==> src/rtl/fluxcore_pkg.sv <==
// Shared types for the fluxcore control sequencer: opcodes, FSM states, datapath width.
package fluxcore_pkg;

  localparam int N_DEF = 8;

  typedef enum logic [3:0] {
    OP_NOP = 4'h0,
    OP_LDI = 4'h1,
    OP_ADD = 4'h2,
    OP_SUB = 4'h3,
    OP_OUT = 4'h4,
    OP_JMP = 4'h5,
    OP_HLT = 4'hF
  } opcode_e;

  typedef enum logic [2:0] {
    S_FETCH,
    S_DECODE,
    S_IMM,
    S_EXEC,
    S_HALT
  } state_e;

  function automatic logic is_legal(input logic [3:0] o);
    case (o)
      OP_NOP, OP_LDI, OP_ADD, OP_SUB, OP_OUT, OP_JMP, OP_HLT: return 1'b1;
      default: return 1'b0;
    endcase
  endfunction

endpackage

==> src/rtl/seq_alu.sv <==
// Combinational ADD/SUB for the sequencer; carry is borrow-not on SUB.
module seq_alu #(
  parameter int N = 8
) (
  input  logic [N-1:0] a,
  input  logic [N-1:0] b,
  input  logic         sub,
  output logic [N-1:0] res,
  output logic         c,
  output logic         z
);

  logic [N:0] sum;

  // a - b as a + ~b + 1, so carry-out is 1 exactly when a >= b
  assign sum = {1'b0, a} + {1'b0, (sub ? ~b : b)} + {{N{1'b0}}, sub};
  assign res = sum[N-1:0];
  assign c   = sum[N];
  assign z   = (res == '0);

endmodule

==> src/rtl/control_sequencer.sv <==
// Fetch/decode/execute sequencer driving the fluxcore register file.
// Build option CTRL_SEQ_ILLEGAL_TRAP_EN: illegal opcodes halt and raise illegal_op.
module control_sequencer
  import fluxcore_pkg::*;
#(
  parameter int            N        = N_DEF,
  parameter int            AW       = 8,
  parameter logic [AW-1:0] RESET_PC = '0
) (
  input  logic          clk,
  input  logic          rst,
  output logic [AW-1:0] mem_addr,
  output logic          mem_req,
  input  logic          mem_ack,
  input  logic [N-1:0]  mem_rdata,
  input  logic [N-1:0]  rega,
  input  logic [N-1:0]  regb,
  output logic          reg_write_en,
  output logic          reg_out_en,
  output logic [2:0]    reg_sel,
  output logic [N-1:0]  reg_wdata,
  output logic          out_strobe,
  output logic          flag_c,
  output logic          flag_z,
  output logic          halted,
  output logic [AW-1:0] pc
`ifdef CTRL_SEQ_ILLEGAL_TRAP_EN
  ,output logic         illegal_op
`endif
);

  state_e         state, state_nx;
  logic [N-1:0]   ir, imm;
  opcode_e        op;
  logic [2:0]     rsel;
  logic [N-1:0]   alu_res;
  logic           alu_c, alu_z;
  logic           unused_ir3;

  assign op         = opcode_e'(ir[7:4]);
  assign rsel       = ir[2:0];
  assign unused_ir3 = ir[3];

  seq_alu #(.N(N)) u_alu (
    .a   (rega),
    .b   (regb),
    .sub (op == OP_SUB),
    .res (alu_res),
    .c   (alu_c),
    .z   (alu_z)
  );

  always_ff @(posedge clk or posedge rst) begin
    if (rst) state <= S_FETCH;
    else     state <= state_nx;
  end

  always_comb begin
    state_nx = state;
    case (state)
      S_FETCH:  if (mem_ack) state_nx = S_DECODE;
      S_DECODE: begin
        case (op)
          OP_NOP:                 state_nx = S_FETCH;
          OP_HLT:                 state_nx = S_HALT;
          OP_LDI, OP_JMP:         state_nx = S_IMM;
          OP_ADD, OP_SUB, OP_OUT: state_nx = S_EXEC;
`ifdef CTRL_SEQ_ILLEGAL_TRAP_EN
          default:                state_nx = S_HALT;
`else
          default:                state_nx = S_FETCH;
`endif
        endcase
      end
      S_IMM:    if (mem_ack) state_nx = S_EXEC;
      S_EXEC:   state_nx = S_FETCH;
      S_HALT:   state_nx = S_HALT;
      default:  state_nx = S_FETCH;
    endcase
  end

  // Strobes decode the registered state only; rst gates mem_req so a
  // pending fetch is dropped the moment reset is applied.
  always_comb begin
    reg_write_en = 1'b0;
    reg_out_en   = 1'b0;
    out_strobe   = 1'b0;
    reg_sel      = '0;
    reg_wdata    = '0;
    if (state == S_EXEC) begin
      case (op)
        OP_LDI: begin
          reg_write_en = 1'b1;
          reg_sel      = rsel;
          reg_wdata    = imm;
        end
        OP_ADD, OP_SUB: begin
          reg_write_en = 1'b1;
          reg_sel      = rsel;
          reg_wdata    = alu_res;
        end
        OP_OUT: begin
          reg_out_en = 1'b1;
          out_strobe = 1'b1;
          reg_sel    = rsel;
        end
        default: ;
      endcase
    end
  end

  assign mem_req  = !rst && (state == S_FETCH || state == S_IMM);
  assign mem_addr = pc;
  assign halted   = (state == S_HALT);

  always_ff @(posedge clk or posedge rst) begin
    if (rst) begin
      pc     <= RESET_PC;
      ir     <= '0;
      imm    <= '0;
      flag_c <= 1'b0;
      flag_z <= 1'b0;
    end else begin
      case (state)
        S_FETCH: if (mem_ack) begin
          ir <= mem_rdata;
          pc <= pc + AW'(1);
        end
        S_IMM: if (mem_ack) begin
          imm <= mem_rdata;
          pc  <= pc + AW'(1);
        end
        S_EXEC: begin
          case (op)
            OP_ADD, OP_SUB: begin
              flag_c <= alu_c;
              flag_z <= alu_z;
            end
            OP_JMP:  pc <= AW'(imm);
            default: ;
          endcase
        end
        default: ;
      endcase
    end
  end

`ifdef CTRL_SEQ_ILLEGAL_TRAP_EN
  always_ff @(posedge clk or posedge rst) begin
    if (rst)                                        illegal_op <= 1'b0;
    else if (state == S_DECODE && !is_legal(ir[7:4])) illegal_op <= 1'b1;
  end
`endif

endmodule

==> config.mk <==
export PLATFORM = sky130hd
export DESIGN_NAME = control_sequencer
export DESIGN_NICKNAME = d
export VERILOG_FILES = /design/src/rtl/fluxcore_pkg.sv /design/src/rtl/seq_alu.sv /design/src/rtl/control_sequencer.sv
export SDC_FILE = /design/constraint.sdc
export NUM_CORES = 1
export LEC_CHECK = 0
export ABC_CLOCK_PERIOD_IN_PS = 3000
export BUFFER_PORTS_ARGS = -buffer_cell sky130_fd_sc_hd__buf_2
export CAP_MARGIN = 40
export CORE_ASPECT_RATIO = 0.8
export CORE_MARGIN = 2
export CORE_UTILIZATION = 45
export CTS_BUF_LIST = sky130_fd_sc_hd__clkbuf_8
export CTS_CLUSTER_SIZE = 28
export DETAILED_ROUTE_END_ITERATION = 7
export PLACE_DENSITY = 0.79
export SLEW_MARGIN = 40
export SYNTH_ARGS = -nofsm -noshare
export SYNTH_HDL_FRONTEND = slang
export SYNTH_SLANG_ARGS = --single-unit
==> constraint.sdc <==
create_clock -name clk -period 3 [get_ports clk]
set_input_delay 0.45 -clock clk [delete_from_list [all_inputs] [get_ports clk]]
set_output_delay 0.45 -clock clk [all_outputs]
set_load 0.01 [all_outputs]
# Yosys cells after proc, flatten, opt, wreduce, memory -nomap -nowiden
# Index checks and enable logic that the tools add are counted.
# totals
ff_bits,29
output_inout_bits,34
# op_classes
addsub,3
eq_ne,14
n_mux,16
bitwise,1
reduce_logical,17
# op_table
operator,n
$mux 8,4
$pmux 8 s2,2
$mux 3,4
$pmux 3 s4,1
$add 8x8->9,1
$add 9x1->9,1
$pmux 3 s3,1
$add 8x1->8 const B,1
$eq 4x2->1 const B,2
$eq 4x3->1 const B,2
$logic_not 8->1,1
$not 8->8,1
$reduce_and 2->1,4
$eq 3x2->1 const B,2
$reduce_or 2->1,3
$reduce_or 3->1,2
$eq 4x1->1 const B,1
$eq 4x4->1 const B,1
$mux 1,4
$ne 2x1->1 const B,2
$ne 2x2->1 const B,2
$reduce_or 4->1,1
$eq 3x1->1 const B,1
$eq 3x3->1 const B,1
6 further kinds,6

# Depth between registers and ports, before layout
# Gate-level depths: netlist of run 1.
# logic_depth
ltp_word,6
mapped_depth,11

# Modules after synthesis
# From an unflattened synthesis of run 1, not the netlist that was laid out.
# unflattened
hier_cells,211
area_unflattened_um2,2031.9
# modules_own_cells
module,n_inst,cells_per_inst,area_each_um2
control_sequencer,1,155,1599.0
seq_alu,1,56,432.9

# Worst setup path after synthesis of run 1
# No wires, ideal clock.
# synth_path
kind,reg-to-output
startpoint,register ir[6]
endpoint,output reg_wdata[7]
arrival_ps,2794
path_slack_ps,-244
path_stages_with_launch,12
cell_sequence,dfrtp_1 buf_4 nor4bb_1 buf_6 xor2_1 ha_1 and4_1 a2111oi_4 o21ai_0 a21boi_0 o21ai_0 a21oi_1
# synth_via
elab_chain_len,6
# synth_rtl
item,line_no,source
"start, declared",control_sequencer.sv:33,"logic [N-1:0] ir, imm;"
"start signal, assigned",control_sequencer.sv:126,ir <= mem_rdata;
$eq 4x2->1,"control_sequencer.sv:47, control_sequencer.sv:91",
$mux 8,seq_alu.sv:16,"assign sum = {1'b0, a} + {1'b0, (sub ? ~b : b)} + {{N{1'b0}}, sub};"
$add 8x8->9,seq_alu.sv:16,
$add 9x1->9,seq_alu.sv:16,
$pmux 8 s2 *,control_sequencer.sv:91,case (op)
$mux 8 *,control_sequencer.sv:90,if (state == S_EXEC) begin
"end, declared",control_sequencer.sv:21,"output logic [N-1:0] reg_wdata,"
# Every way passes the cells marked *; elsewhere a longest branch is shown, timed or not.

# Final worst setup path of run 1
# layout_path
startpoint,register ir[7]
endpoint,output reg_wdata[5]
# The elaborated chain is that of the path after synthesis.

==> results of run 1 <==
==> what timing repair did <==
action | CTS | global route
buffers inserted | 10 | 3
gates resized for setup | 7 | 10
setup endpoints to repair | 5 | 7
pin swaps | 14 | 19
==> kinds of logic (layout without fill, tap and decap cells) <==
family          count (synthesis)  after routing  share of synthesized area [%]
xor+xnor                       13             13                          5.652
fa+ha+maj                       9              9                          5.963
buf+inv                        24             88                          6.770
compound gates                 57             57                          18.08
flops                          28             28                          34.78
mux                            15             15                          8.385
simple gates                   76             76                          20.37
==> path summary, 6_finish.rpt <==
kind,startpoint,end,depth (start not counted)
setup / recovery,ir[7],reg_wdata[5],12
hold / removal,rst,flag_c,2
setup reg to reg,ir[7],flag_z,15
hold reg to reg,ir[0],ir[0],1
max in group asynchronous,rst,imm[2],2
min in group clk,mem_rdata[3],imm[3],2
==> layout by cell type, fill, tap and decap left out, types with 6 or more instances in the layout <==
cell / count
xor2_1: 7
o21ai_0: 12
buf_2: 60
ha_1: 7
nand2_1: 20
buf_4: 18
nor2_1: 15
a21oi_1: 21
dfrtp_1: 28
nand3_1: 8
nor3_1: 6
mux2_2: 15
==> state kept, by name (all words and copies together) (netlist names) <==
name      count
mem_addr      8
flag_z        1
imm           8
flag_c        1
state         3
ir            7
==> area by class of cell <==
class,instances,share of cell area (%)
well taps,57,2.759
repair buffers,82,18.59
clock buffers,3,1.597
multi-input cells,170,49.52
flip-flops and latches,28,27.11
inverters,3,0.4356
==> routing by layer <==
metal	part of all wire (%)	track usage [%]	up-vias
met1	45	29.90	907
met4	2.2	5.702	0
li1	-	-	916
met5	0	0	-
met2	46	34.51	78
met3	7.0	4.661	14
==> power by group through the flow <==
stage,logic (uW),registers (uW),clock network [uW]
4_1_cts,1300,757,199
6_report,1390,760,191
3_5_place_dp,1190,764,0
2_1_floorplan,905,714,0
5_1_grt,1520,786,214
3_3_place_gp,1160,754,0
==> per-stage QoR <==
stage	total power, uW	setup TNS, ps	instance area [um^2]
finish	2337	-1681	2585
global route	2518	-2719	2585
global placement	1917	0	2376
floorplan	1619	-31.39	2032
detailed placement	1953	-141.8	2376
CTS	2257	-1670	2519
==> run_results.csv, run 1 <==
group,metric,value,unit
timing,setup_viol,5,
critical_path,slowest_delay,400,ps
critical_path,path_class,"register to primary output",
drt,dr_total_vias,1915,
logic_synthesis,yosys.area.top_type_share,34.78,%
status,status,"finished with violations",
cts,clockBufferDepth,2,
placed_design,dp_cells,331,
pwr,peakVddDrop,0.0004556,V
critical_path,critical_path.top_delay_family,"simple AND/OR/NAND/NOR gates",
cells_and_area,diodes,0,
cells_and_area,nets,324,
cts,cts_buffers,3,
timing,setup_ws,-381.6,ps
logic_synthesis,yosysMostFrequentCell,"dfrtp_1",
logic_synthesis,synthesis.instances,222,
critical_path,path_cells,"nor4bb_2, buf_4, xor2_2, ha_1, and3b_2, a2111oi_4, buf_4, o21bai_4, xor2_2, nand2_1, a21oi_2, buf_2",
logic_synthesis,async_flop_share,100.0,%
critical_path,critical_path.max_fanout,4,
drt,routed_wl,5.217,mm
placed_design,routabilityCongestion,0.9262,
critical_path,required,2550,ps
critical_path,worst_setup_path_end_kind,"primary output",
cts,clock_latency,260,ps
critical_path,slowest_stage,"dfrtp_1",
logic_synthesis,yosys_register_bits,28,
logic_synthesis,yosysTopAreaCell,"dfrtp_1",
drt,ant_nets,0,
critical_path,cp.buffers_inverters,3,
pwr,intPower,1328,uW
cells_and_area,fill_cells,354,
floorplanning,die_w,78.81,um
grt,antenna_found_initial,0,
logic_synthesis,netlist_area,2014,um^2
timing,hold_ws,236.8,ps
grt,grt-ovfl-total,0,
cts,path_clk_slew,90,ps
timing,max_freq,0.2957,GHz
cts,ctsRootBufferMaster,"clkbuf_8",
timing,period_share,112.7,%
placed_design,hpwlAfterDp,3.778,mm
logic_synthesis,synth_top_cells_by_count,"28 x dfrtp_1, 23 x a21oi_1, 20 x nand2_1",
timing,rsz0062_at_grt,"true",
timing,slew_violations,0,
status,violations,"negative setup slack",
pwr,switching_share,43.19,%
timing,skew,3.504,ps
placed_design,io_buffers,60,
timing,tightest_slew,836.3,ps
cells_and_area,fin_cells,343,
pwr,switching_power,1009,uW
cells_and_area,area_delta_synth_final,28.32,%
floorplanning,rows,21,
pwr,power_frac_comb,59.3,%
drt,drtIter0Drc,118,
drt,drt_drc_violations_left,0,
cells_and_area,seqCellArea,700.7,um^2
floorplanning,die_y,63.85,um
drt,wl_per_cell,15.21,um
timing,fin_crit,3382,ps
critical_path,crit_arrival,2930,ps
pwr,powerDensity,904.0,nW/um^2
worst_hold_path,hp-class,"primary input to asynchronous set/reset pin",
logic_synthesis,yosys.cell_types.count,45,
floorplanning,core,4230,um^2
floorplanning,die-area,5031,um^2
logic_synthesis,ys.flop_type,"dfrtp_1",
floorplanning,start_util,47.62,%
logic_synthesis,yosys_warnings,0,
cts,cts_max_level,1,
logic_synthesis,synth_area_leaders,"dfrtp_1 35%, mux2_2 8.4%, a21oi_1 5.7%, ha_1 5.0%, xor2_1 4.3%",
logic_synthesis,syn_avg_cell_area,9.074,um^2
cts,cts_tree,"done",
grt,grt_pass1_wl,8.742,mm
grt,grt_start_max_net_pins,29,
cells_and_area,multi_input_area,1280,um^2
pwr,power.share.clock,8.2,%
cells_and_area,drive_gt1_share,41.96,%
drt,firstDrtPassIters,4,
drt,viasPerCell,5.583,
cts,holdBufCountCts,0,
pwr,power_frac_seq,32.5,%
critical_path,r2r_slack,90,ps
floorplanning,pin_count,61,
grt,grt_pass1_vias,1876,
logic_synthesis,synth_edf_count,0,
run,max_cap_viol_count,0,
timing,finalHoldViolCount,0,
cells_and_area,final_util,61.11,%
logic_synthesis,syn-num-nets,258,
pwr,p_leak,0.001227,uW
timing,relSlewSlack,44.10,%
grt,grt_usage,21.63,%
logic_synthesis,seq_area_frac_synth,34.78,%
placed_design,dp_slack,-79.46,ps
cts,clock_sinks,28,
critical_path,critPathLaunchType,"register",
Power figures use the tool's default switching activity.
==> inputs of run 2 (changes only) <==
--- a/config.mk
+++ b/config.mk
@@ -15,6 +15,7 @@
 export CTS_CLUSTER_SIZE = 28
 export DETAILED_ROUTE_END_ITERATION = 7
 export PLACE_DENSITY = 0.79
+export SKIP_LAST_GASP = 1
 export SLEW_MARGIN = 40
 export SYNTH_ARGS = -nofsm -noshare
 export SYNTH_HDL_FRONTEND = slang
==> run 2 against run 1 <==
Net effect: the flow still finishes with violations (negative setup slack); flip-flop and latch count unchanged; critical path depth down 1; sequential share of layout area down 0.27 points; non-clock buffer count up 4; global-route usage down 0.19 points; utilization up 0.62 points; largest cell class unchanged; largest power group unchanged.
==> run_results.csv, run 2 (same netlist as run 1, synthesis figures left out) <==
group,metric,value,unit
drt,top_layer,"met4",
grt,grt_start_max_net_pins,29,
status,violations,"negative setup slack",
cells_and_area,final_common_cell,"buf_2",
timing,tightest_slew,873.4,ps
pwr,power_frac_seq,31.6,%
drt,routed_wl,5.408,mm
run,max_cap_viol_count,0,
floorplanning,core,4230,um^2
timing,slew_violations,0,
drt,drtIter0Drc,134,
drt,wl_met3,343,um
cells_and_area,most-common-layout-cells,"60 x buf_2, 28 x dfrtp_1, 24 x buf_4",
grt,grt_pass1_vias,1857,
pwr,powerDensity,918.6,nW/um^2
cells_and_area,nets,328,
floorplanning,die_y,63.85,um
placed_design,io_buffers,60,
floorplanning,die-area,5031,um^2
critical_path,worst_setup_path_end_kind,"primary output",
placed_design,placed_cell_area,2376,um^2
timing,finalHoldViolCount,0,
pwr,switching_power,1039,uW
critical_path,critical_path.max_fanout,4,
critical_path,crit_arrival,2970,ps
timing,skew,4.542,ps
drt,dr_wl_met2,2.567,mm
timing,fin_crit,3422,ps
critical_path,path_class,"register to primary output",
cells_and_area,fin_cells,347,
drt,firstDrtPassIters,4,
grt,grt-ovfl-total,0,
timing,relSlewSlack,41.62,%
drt,drt-met1-wl,2.421,mm
cts,cts_tree,"done",
timing,setup_viol,6,
drt,wl_per_cell,15.59,um
pwr,peakVddDrop,0.0004554,V
worst_hold_path,hp-class,"primary input to asynchronous set/reset pin",
pwr,power.share.clock,8.0,%
grt,grt_pass1_wl,8.673,mm
critical_path,path_cells,"nor4bb_2, buf_4, xor2_2, ha_4, and3b_2, a2111oi_4, buf_4, xor2_2, o31a_1, nor2_1, buf_2",
grt,antenna_found_initial,0,
critical_path,required,2550,ps
floorplanning,pin_count,61,
critical_path,critPathLaunchType,"register",
cts,holdBufCountCts,0,
cts,cts_buffers,3,
pwr,p_leak,0.001240,uW
cts,cts_max_level,1,
critical_path,critPathLaunch,"ir[7]",
cts,clock_sinks,28,
floorplanning,rows,21,
placed_design,hpwlAfterDp,3.778,mm
critical_path,slowest_stage,"a2111oi_4",
cts,clockBufferDepth,2,
timing,rsz0062_at_grt,"true",
drt,drt_drc_violations_left,0,
drt,ant_nets,0,
cells_and_area,diodes,0,
cts,path_clk_slew,90,ps
cts,clock_latency,260,ps
pwr,switching_share,43.30,%
drt,dr_total_vias,1927,
critical_path,rr_startpoint,"ir[7]",
drt,viasPerCell,5.553,
cells_and_area,fin_area,2611,um^2
pwr,power_frac_comb,60.4,%
critical_path,slowest_delay,440,ps
status,status,"finished with violations",
placed_design,routabilityCongestion,0.9262,
grt,grt_usage,21.44,%
timing,period_share,114.1,%
floorplanning,start_util,47.62,%
placed_design,dp_slack,-79.46,ps
cells_and_area,drive_gt1_share,43.79,%
timing,setup_ws,-422.3,ps
floorplanning,die_w,78.81,um
critical_path,r2r_slack,-220,ps
cts,ctsRootBufferMaster,"clkbuf_8",
placed_design,dp_cells,331,
cells_and_area,area_delta_synth_final,29.63,%
pwr,intPower,1360,uW
timing,max_freq,0.2922,GHz
## run 2: changes by cell type in the layout (fill, tap and decap cells not counted), sizes merged
cell  change
buf       +4
## run 2: layout make-up
type | count | area [um^2]
Multi-Input combinational cell | 170 | 1284
Timing Repair Buffer | 86 | 503.0
Inverter | 3 | 11.26
Fill cell | 353 | 1619
Sequential cell | 28 | 700.7
Tap cell | 57 | 71.32
Clock buffer | 3 | 41.29
## run 2: worst paths after layout
kind                                endpoint  cells past startpoint
worst min register to register         ir[0]                      1
worst max register to register        flag_z                     19
min in group clk                      imm[3]                      2
worst max-delay path            reg_wdata[3]                     11
max in group asynchronous             imm[2]                      2
worst min-delay path                  flag_c                      2
## run 2: repair_timing
action | 4_1_cts | 5_1_grt
resized for setup | 6 | 12
cloned | 0 | 0
buffers inserted | 10 | 4
setup endpoints to repair | 5 | 7
pin swaps | 13 | 19
## run 2: stage by stage
step | total power [uW] | setup TNS, ps | hold slack (ps) | utilization (%)
after detailed placement | 1953 | -141.8 | 506.6 | 56.17
after floorplan | 1619 | -31.39 | 472.1 | -
after global placement | 1917 | 0 | 483.8 | 56.17
final | 2399 | -2005 | 236.5 | 61.73
after CTS | 2248 | -1727 | 258.0 | 59.36
after global routing | 2570 | -2858 | 297.6 | 61.73
## run 2: layer usage
layer	GRT usage, %	vias up
met4	5.702	0
li1	-	925
met1	30.32	929
met2	33.97	65
met5	0	-
met3	3.814	8
## run 2: power by group through the flow
stage                     registers [uW]  clock network [uW]  logic, uW
after CTS                            757                 199       1290
final                                759                 192       1450
after global routing                 785                 214       1570
after detailed placement             764                   0       1190
after floorplan                      714                   0        905
after global placement               754                   0       1160
## run 2: critical path, delay by kind of cell (launching register included)
family / cells / cell delay (ps)
compound gates: 2 / 670
buf+inv: 3 / 530
simple gates: 3 / 620
fa+ha+maj: 1 / 240
flops: 1 / 410
xor+xnor: 2 / 250
